<file path="src/rtl/argmax_unit.sv">
// argmax_unit: sequential argmax over one frame of signed scores.
// Scores stream in one per cycle over a valid/ready handshake. The block
// reports the zero-based index and the value of the largest score. On a tie,
// the earliest index is kept.
// Optional feature macro: ARGMAX_LEN_CHECK_EN. When it is defined, out_err
// flags frames whose beat count differs from N_CLASSES. A saturated count
// also counts as a mismatch. When it is undefined, out_err is tied low.
module argmax_unit #(
    parameter int N_CLASSES = 10,
    parameter int DATA_W    = 33,
    parameter int IDX_W     = 4
) (
    input  logic                     clk,
    input  logic                     rst,
    input  logic                     in_valid,
    output logic                     in_ready,
    input  logic signed [DATA_W-1:0] in_data,
    input  logic                     in_last,
    output logic                     out_valid,
    input  logic                     out_ready,
    output logic [IDX_W-1:0]         out_index,
    output logic signed [DATA_W-1:0] out_max,
    output logic                     out_err
);

    typedef enum logic [1:0] {
        IDLE  = 2'd0,
        ACCUM = 2'd1,
        HOLD  = 2'd2
    } state_t;

    localparam logic [IDX_W-1:0] CNT_MAX  = {IDX_W{1'b1}};
    localparam logic [IDX_W-1:0] CNT_ZERO = {IDX_W{1'b0}};
    localparam logic [IDX_W-1:0] CNT_ONE  = {{(IDX_W-1){1'b0}}, 1'b1};

    state_t                    state_r;
    state_t                    state_next_s;
    logic signed [DATA_W-1:0]  best_r;
    logic signed [DATA_W-1:0]  best_next_s;
    logic [IDX_W-1:0]          best_idx_r;
    logic [IDX_W-1:0]          best_idx_next_s;
    logic [IDX_W-1:0]          count_r;
    logic [IDX_W-1:0]          count_next_s;
    logic                      sat_next_s;
    logic                      in_ready_r;
    logic                      out_valid_r;
    logic [IDX_W-1:0]          out_index_r;
    logic signed [DATA_W-1:0]  out_max_r;
    logic                      beat_s;
    logic                      result_s;
    logic                      hold_entry_s;

    // in_ready comes from a register, so it never sees out_ready combinationally.
    assign beat_s       = in_valid && in_ready_r;
    assign result_s     = out_valid_r && out_ready;
    assign hold_entry_s = (state_next_s == HOLD) && (state_r != HOLD);

    assign in_ready  = in_ready_r;
    assign out_valid = out_valid_r;
    assign out_index = out_index_r;
    assign out_max   = out_max_r;

    // Next-state and accumulator update; the updated best/idx feed the output latch directly.
    always_comb begin
        state_next_s    = state_r;
        best_next_s     = best_r;
        best_idx_next_s = best_idx_r;
        count_next_s    = count_r;
        sat_next_s      = 1'b0;
        case (state_r)
            IDLE: begin
                if (beat_s) begin
                    best_next_s     = in_data;
                    best_idx_next_s = CNT_ZERO;
                    count_next_s    = CNT_ONE;
                    state_next_s    = in_last ? HOLD : ACCUM;
                end else begin
                    state_next_s = IDLE;
                end
            end
            ACCUM: begin
                if (beat_s) begin
                    // Strictly greater only, so ties keep the earlier index.
                    if (in_data > best_r) begin
                        best_next_s     = in_data;
                        best_idx_next_s = count_r;
                    end else begin
                        best_next_s     = best_r;
                        best_idx_next_s = best_idx_r;
                    end
                    if (count_r == CNT_MAX) begin
                        count_next_s = CNT_MAX;
                        sat_next_s   = 1'b1;
                    end else begin
                        count_next_s = count_r + CNT_ONE;
                    end
                    state_next_s = in_last ? HOLD : ACCUM;
                end else begin
                    state_next_s = ACCUM;
                end
            end
            HOLD: begin
                if (result_s) begin
                    state_next_s = IDLE;
                end else begin
                    state_next_s = HOLD;
                end
            end
            default: begin
                state_next_s = IDLE;
            end
        endcase
    end

    // State and per-frame accumulators; reset discards any partial frame.
    always_ff @(posedge clk or posedge rst) begin
        if (rst) begin
            state_r    <= IDLE;
            best_r     <= '0;
            best_idx_r <= CNT_ZERO;
            count_r    <= CNT_ZERO;
        end else begin
            state_r    <= state_next_s;
            best_r     <= best_next_s;
            best_idx_r <= best_idx_next_s;
            count_r    <= count_next_s;
        end
    end

    // Registered handshake flags and the result, which is captured only on HOLD entry.
    always_ff @(posedge clk or posedge rst) begin
        if (rst) begin
            in_ready_r  <= 1'b0;
            out_valid_r <= 1'b0;
            out_index_r <= CNT_ZERO;
            out_max_r   <= '0;
        end else begin
            in_ready_r  <= (state_next_s != HOLD);
            out_valid_r <= (state_next_s == HOLD);
            if (hold_entry_s) begin
                out_index_r <= best_idx_next_s;
                out_max_r   <= best_next_s;
            end else begin
                out_index_r <= out_index_r;
                out_max_r   <= out_max_r;
            end
        end
    end

`ifdef ARGMAX_LEN_CHECK_EN
    localparam logic [IDX_W-1:0] N_CLASSES_CNT = IDX_W'(N_CLASSES);

    logic sat_r;
    logic sat_frame_s;
    logic err_next_s;
    logic out_err_r;

    // A frame with any saturated increment is treated as a length mismatch.
    assign sat_frame_s = (state_r == IDLE) ? 1'b0 : (sat_r || sat_next_s);
    assign err_next_s  = sat_frame_s || (count_next_s != N_CLASSES_CNT);
    assign out_err     = out_err_r;

    // Sticky saturation flag, cleared by the first beat of each frame.
    always_ff @(posedge clk or posedge rst) begin
        if (rst) begin
            sat_r <= 1'b0;
        end else if (beat_s) begin
            sat_r <= sat_frame_s;
        end else begin
            sat_r <= sat_r;
        end
    end

    // Length error is latched with the result and held through HOLD.
    always_ff @(posedge clk or posedge rst) begin
        if (rst) begin
            out_err_r <= 1'b0;
        end else if (hold_entry_s) begin
            out_err_r <= err_next_s;
        end else begin
            out_err_r <= out_err_r;
        end
    end
`else
    assign out_err = 1'b0;
`endif

endmodule

</file>
<file path="config.mk">
export PLATFORM = sky130hd
export DESIGN_NAME = argmax_unit
export DESIGN_NICKNAME = d
export VERILOG_FILES = /design/src/rtl/argmax_unit.sv
export SDC_FILE = /design/constraint.sdc
export NUM_CORES = 1
export LEC_CHECK = 0
export ABC_AREA = 1
export CAP_MARGIN = 20
export CORE_MARGIN = 4
export CORE_UTILIZATION = 58
export DETAILED_ROUTE_END_ITERATION = 6
export DONT_BUFFER_PORTS = 1
export PLACE_DENSITY = 0.8
export SETUP_SLACK_MARGIN = 0.1
export SLEW_MARGIN = 20
export SYNTH_ARGS = -nofsm -noshare
export SYNTH_HDL_FRONTEND = slang
export SYNTH_SLANG_ARGS = --single-unit
</file>
<file path="constraint.sdc">
create_clock -name clk -period 2.2 [get_ports clk]
set_input_delay 0.22 -clock clk [delete_from_list [all_inputs] [get_ports clk]]
set_output_delay 0.22 -clock clk [all_outputs]
set_load 0.02 [all_outputs]
</file>
---- Word level (Yosys, flattened, before mapping) ----
Index checks and enable logic that the tools add are counted.
Widths: inputs -> output; s select.
word-level totals
  output and inout bits ................... 40
  register bits ........................... 82
  logic and storage cells ................. 41
  bits of input ports ..................... 38
cells by class
  add/sub/neg operators ................... 1
  muxes and demuxes ....................... 17
  eq/ne operators ......................... 8
  reductions and logical operators ........ 6
  $lt $le $gt $ge ......................... 1
operator list
  cell                 count
  $mux 33              3
  $pmux 33 s2          1
  $gt 33x33->1         1
  $mux 4               6
  $pmux 4 s2           2
  $mux 2               4
  $ne 2x2->1 const B   4
  $pmux 2 s3           1
  $add 4x1->4 const B  1
  $eq 2x2->1 const B   2
  $eq 4x4->1 const B   1
  $logic_and 1x1->1    3
  $reduce_and 3->1     1
  $eq 2x1->1 const B   1
  $logic_not 2->1      1
  $reduce_bool 2->1    1

---- Logic depth before layout (Yosys ltp) ----
  depth after elaboration ................. 5
  mapped depth ............................ 20
  gate-level depth less buffers ........... 19

---- Least setup slack after synthesis ----
OpenSTA, ideal clock, no wires.
  kind .................................... register to register
  start ................................... register best_r[32]
  end ..................................... register out_max_r[26], in the netlist out_max[26]
  period minus slack after synthesis ...... 2.016 ns
  stages on the path, launching flop included .. 19
  data required time ...................... 2.084 ns
  slack ................................... 0.184 ns
  path buffers ............................ 2
  data arrival time ....................... 1.899 ns
  library setup time ...................... 0.116 ns
  cells stage by stage .................... dfrtp_1 > inv_1 > ha_1 > nand2_2 > inv_1 > nand2_1 > nand2_1 > a21oi_1 > nand2_1 > nor2_2 > nand2_2 > nand2_4 > buf_6 > buf_6 > nand4_1 > nand3_1 > nand2_2 > nand2_1 > nand2_1
on the way
  cells in the longest elaborated chain, start to end .. 4
ends and longest elaborated chain
  item                       RTL line  RTL
  start: declaration         38        logic signed [DATA_W-1:0] best_r;
  start signal: assignment   124       best_r <= best_next_s;
  $gt 33x33->1               84        if (in_data > best_r) begin
  $mux 33                    84
  $mux 33                    82        if (beat_s) begin
  $pmux 33 s2                70        case (state_r)
  named net best_next_s[26]  39        logic signed [DATA_W-1:0] best_next_s;
  end signal: assignment     142       out_max_r <= best_next_s;
  end signal: assignment     145       out_max_r <= out_max_r;
  end: declaration           48        logic signed [DATA_W-1:0] out_max_r;
The timed path passes the listed nets, and every way through them passes these cells.
A chain may end at the register's enable or synchronous reset.

---- Worst setup path in the final report ----
  start ................................... register best_r[6]
  end ..................................... register out_max_r[11], in the netlist out_max[11]
Same word-level chain as after synthesis.

==> results <==
- Of all nets on the critical path, the largest fanout is 5.
- The post-route worst setup slack is -0.323 ns.
- Setup repair after global routing could not meet its margin everywhere.
- The share of the Yosys chip area taken by registers is about two fifths.
- The total area inside the core boundary comes to 0.00876 mm^2.
- The data required time of the worst path is 2.50 ns.
- The die is 103 um tall.
- The total via count after detailed routing is 5041.
- The largest incremental delay on the critical path is around 0.4 ns.
- Clock-pin slew was measured on the worst setup and hold paths at 0.08 ns.
- Clock latency on the worst-skew pair, taken at its later pin, is ~0.36 ns.
- The area share of the largest cell type after synthesis is 39.2%.
- The clock tree from TritonCTS is built.
- The ratio of total power to cell area is roughly 1600 mW/mm^2.
- The maximum number of pins on one net before global-route repair is 43.
- The starting density of the core is 59.8%.
- The checks that failed: negative setup slack.
- The worst relative slew slack is approximately half.
- In this run the number of H-tree levels came out at 3.
- The fraction of final layout cells with drive strength greater than 1 is 35.9%.
- The via count of the first global-routing pass is 4699.
- The DRC marker count from the first detailed-route iteration is 457.
- The type of the worst min-delay path is primary input to flip-flop.
- The routed wire length per instance is between 20 and 25 um.
- The last weighted congestion value of the routability-driven placer is 0.929.
- 78 I/O pins were placed.
- The library cell contributing the largest single delay on the critical path is dfrtp_1.
- Row generation in the floorplan step produced 34 rows.
- The post-synthesis average cell area is 7.94 um^2.
- Counting every net in the synthesized netlist gives 732.
- For this block, the routed nets add up to roughly 16 mm of wire.
- The total number of yosys warnings is 0.
- By count the netlist is led by nand2_1, inv_1, dfrtp_1, nand3_1, nand4_1.
- The worst path in the final design needs a cycle of 2.52 ns, including I/O delays and setup.
- The endpoint kind of the worst setup timing path is a flip-flop.
- TritonCTS created 9 clock buffers.
- IR analysis of the VDD net gives a maximum drop of 1110 uV.
- By instance count, the cell type seen most on the critical path is nand2_1.
- The number of max-capacitance violations reported is 0.
- The global-route congestion overflow total is 0.
- Traced cell by cell, the critical path runs through inv_1, ha_4, nand2_1, a21oi_1, nor2_1, nand2_1, nand2_1, nand2_2, nand2_4, nand2_4, nand2_4, nand3_4, buf_6, buf_12, nand2_2, nand3_1, nand2_2, nand2_1, nand2_1.
- The number of failing hold endpoints at the final stage is 0.
- The run finished, with violations left.
- The actual transition at the worst max-transition pin is between 0.7 and 0.8 ns.
- At the end of the flow the core is filled with cells to 74.2%.
- Synthesis produced between 600 and 700 cells.
- The post-synthesis instance area is 0.00524 mm^2.
- By area the synthesized netlist is led by dfrtp_1, nand2_1, ha_1.
- Relative to the synthesized area, the layout overhead comes to 24.2%.
- The total number of nets in the final design is 761.
- The critical path data arrival time is 2.82 ns.
- The die covers 0.0106 mm^2.
- The initial antenna violation count came to 0.
- The longest clock path from root to sink contains 2 buffers.
- The worst clock skew on the final layout is 0.00670 ns.
- The first global-routing pass estimated about 22 mm of wire.
- Detailed placement ended at an HPWL of approximately 8.5 mm.
- Using the TritonRoute via totals, the vias-per-cell ratio works out to 6.29.
- The number of antenna diodes in the final layout is 0.
- The synthesized netlist contains 31 unique library cells.
- The leakage power total is about 3.3 nW.
- For this run, the total global-route usage over all layers was measured as 27.0%.
- The cell sitting at the root of the clock tree is a clkbuf_8.
- From left edge to right edge, the die measures about 100 um.
- In the synthesized netlist the dominant register cell turns out to be dfrtp_1.
- The type of origin of the critical path is a flip-flop.
- The flip-flop and latch count after synthesis is 82.
- Summed over all instances, the cell type with the most area after synthesis is dfrtp_1.
- The top achievable clock speed is 396 MHz.
- In the synthesized netlist the async set-or-reset flop fraction comes to 100%.
- The most repeated cell in the gate-level netlist after synthesis is nand2_1.
- Port buffering added 0 buffers.
- The first detailed-routing pass took 6 iterations.
- The number of slew-limit violations in the final report is 0.
- The synthesized design contains 0 enable-type register cells.
- The type of the worst setup path is flip-flop to flip-flop.
- Final hold analysis gives a worst-case slack of between 0.03 and 0.04 ns.
- The reg-to-reg setup timing slack is -0.32 ns.
- The final worst-path cycle share is 115%.
- In the routed design, unresolved DRC markers number 0.
- Setup violations remaining at the end of the flow were counted as 74.
- The final antenna-violating net count is 0.
- The number of clock sinks seen by CTS is 82.
==> path summary, 6_finish.rpt <==
| check | startpoint | to | cells after the start |
|---|---|---|---|
| max | best_r[6] | out_max[11] | 19 |
| min | in_data[21] | best_r[21] | 2 |
| max reg2reg | best_r[6] | out_max[11] | 19 |
| min reg2reg | best_idx_r[1] | best_idx_r[1] | 2 |
| max in group asynchronous | rst | best_r[8] | 3 |
| min in group asynchronous | rst | out_max[19] | 2 |
==> cell families (layout without fill, tap and decap cells) <==
| logic type | count (synthesis) | after routing | synth area share, % |
|---|---|---|---|
| adders and majority gates | 34 | 34 | 8.12 |
| buffers and inverters | 131 | 165 | 14.9 |
| AOI/OAI and AO/OA | 56 | 56 | 7.14 |
| and+or+nand+nor | 356 | 356 | 30.6 |
| DFF | 82 | 82 | 39.2 |
| other | 1 | 1 | 0.0716 |
==> where the power goes <==
part / internal [W] / switching, W
sequential: 0.00224 / 0.000968
clock: 0.000731 / 0.000562
combinational: 0.00255 / 0.00362
total: 0.00552 / 0.00515
==> layout make-up <==
class	instances	area, um^2
clock buffer	12	165
multi-input combinational	447	3120
timing repair buffer	52	589
tap	108	135
clock inverter	4	72.6
inverter	97	370
sequential	82	2050
fill	563	2260
==> flip-flops by register name, indices dropped and copies added (netlist names) <==
signal / flops
out_index: 4
count_r: 4
in_ready: 1
state_r: 2
best_r: 33
out_valid: 1
out_max: 33
best_idx_r: 4
==> worst max-delay path: cells and delay by family, from the launching register on <==
kind | cells | cell delay (ns)
AO/OA/AOI/OAI | 1 | 0.06
adder cells (fa/ha/maj) | 1 | 0.24
buffers and inverters | 3 | 0.46
flip-flops | 1 | 0.39
AND/OR/NAND/NOR | 14 | 1.30
==> repair_timing <==
action	CTS	global route
hold endpoints to repair	15	0
setup buffers	13	11
pin swaps	36	57
resized for setup	75	107
hold buffers	2	0
setup endpoints to repair	72	74
gates cloned	3	1
==> metrics by stage <==
step	area (um^2)	worst slack, ns	power, W	setup TNS (ns)	instances
after floorplan	5240	0.184	0.00650	0	660
after global placement	5160	-0.000115	0.00692	-0.000115	756
after detailed placement	5160	-0.0885	0.00711	-1.29	756
after CTS	5930	-0.0680	0.00928	-1.77	790
after global routing	6500	-0.462	0.0113	-25.65	802
final	6500	-0.323	0.0107	-16.70	802
==> per-layer routing <==
metal	wire length, um	part of all wire (%)	GRT usage [%]	vias up
met5	0	0	0	-
met4	1010	6.2	11.3	0
met3	1590	9.7	6.90	104
met2	7880	48	45.6	331
met1	5870	36	32.6	2421
li1	-	-	-	2185
==> layout by cell type, fill, tap and decap left out, types with 3 or more instances in the layout <==
master / netlist / routed
a21oi_1: 15 / 9
a21oi_2: 0 / 6
a22oi_1: 33 / 33
buf_12: 2 / 6
buf_16: 0 / 3
buf_4: 1 / 31
buf_6: 11 / 7
clkbuf_8: 12 / 12
dfrtp_1: 82 / 82
ha_1: 34 / 9
ha_4: 0 / 25
inv_1: 95 / 67
inv_2: 1 / 27
nand2_1: 216 / 163
nand2_2: 31 / 70
nand2_4: 1 / 15
nand3_1: 42 / 19
nand3_2: 1 / 23
nand4_1: 39 / 39
nor2_1: 21 / 11
nor2_2: 2 / 7
nor2_4: 0 / 5
o21ai_0: 3 / 3
Note: power is estimated with default switching activity, not from simulation.
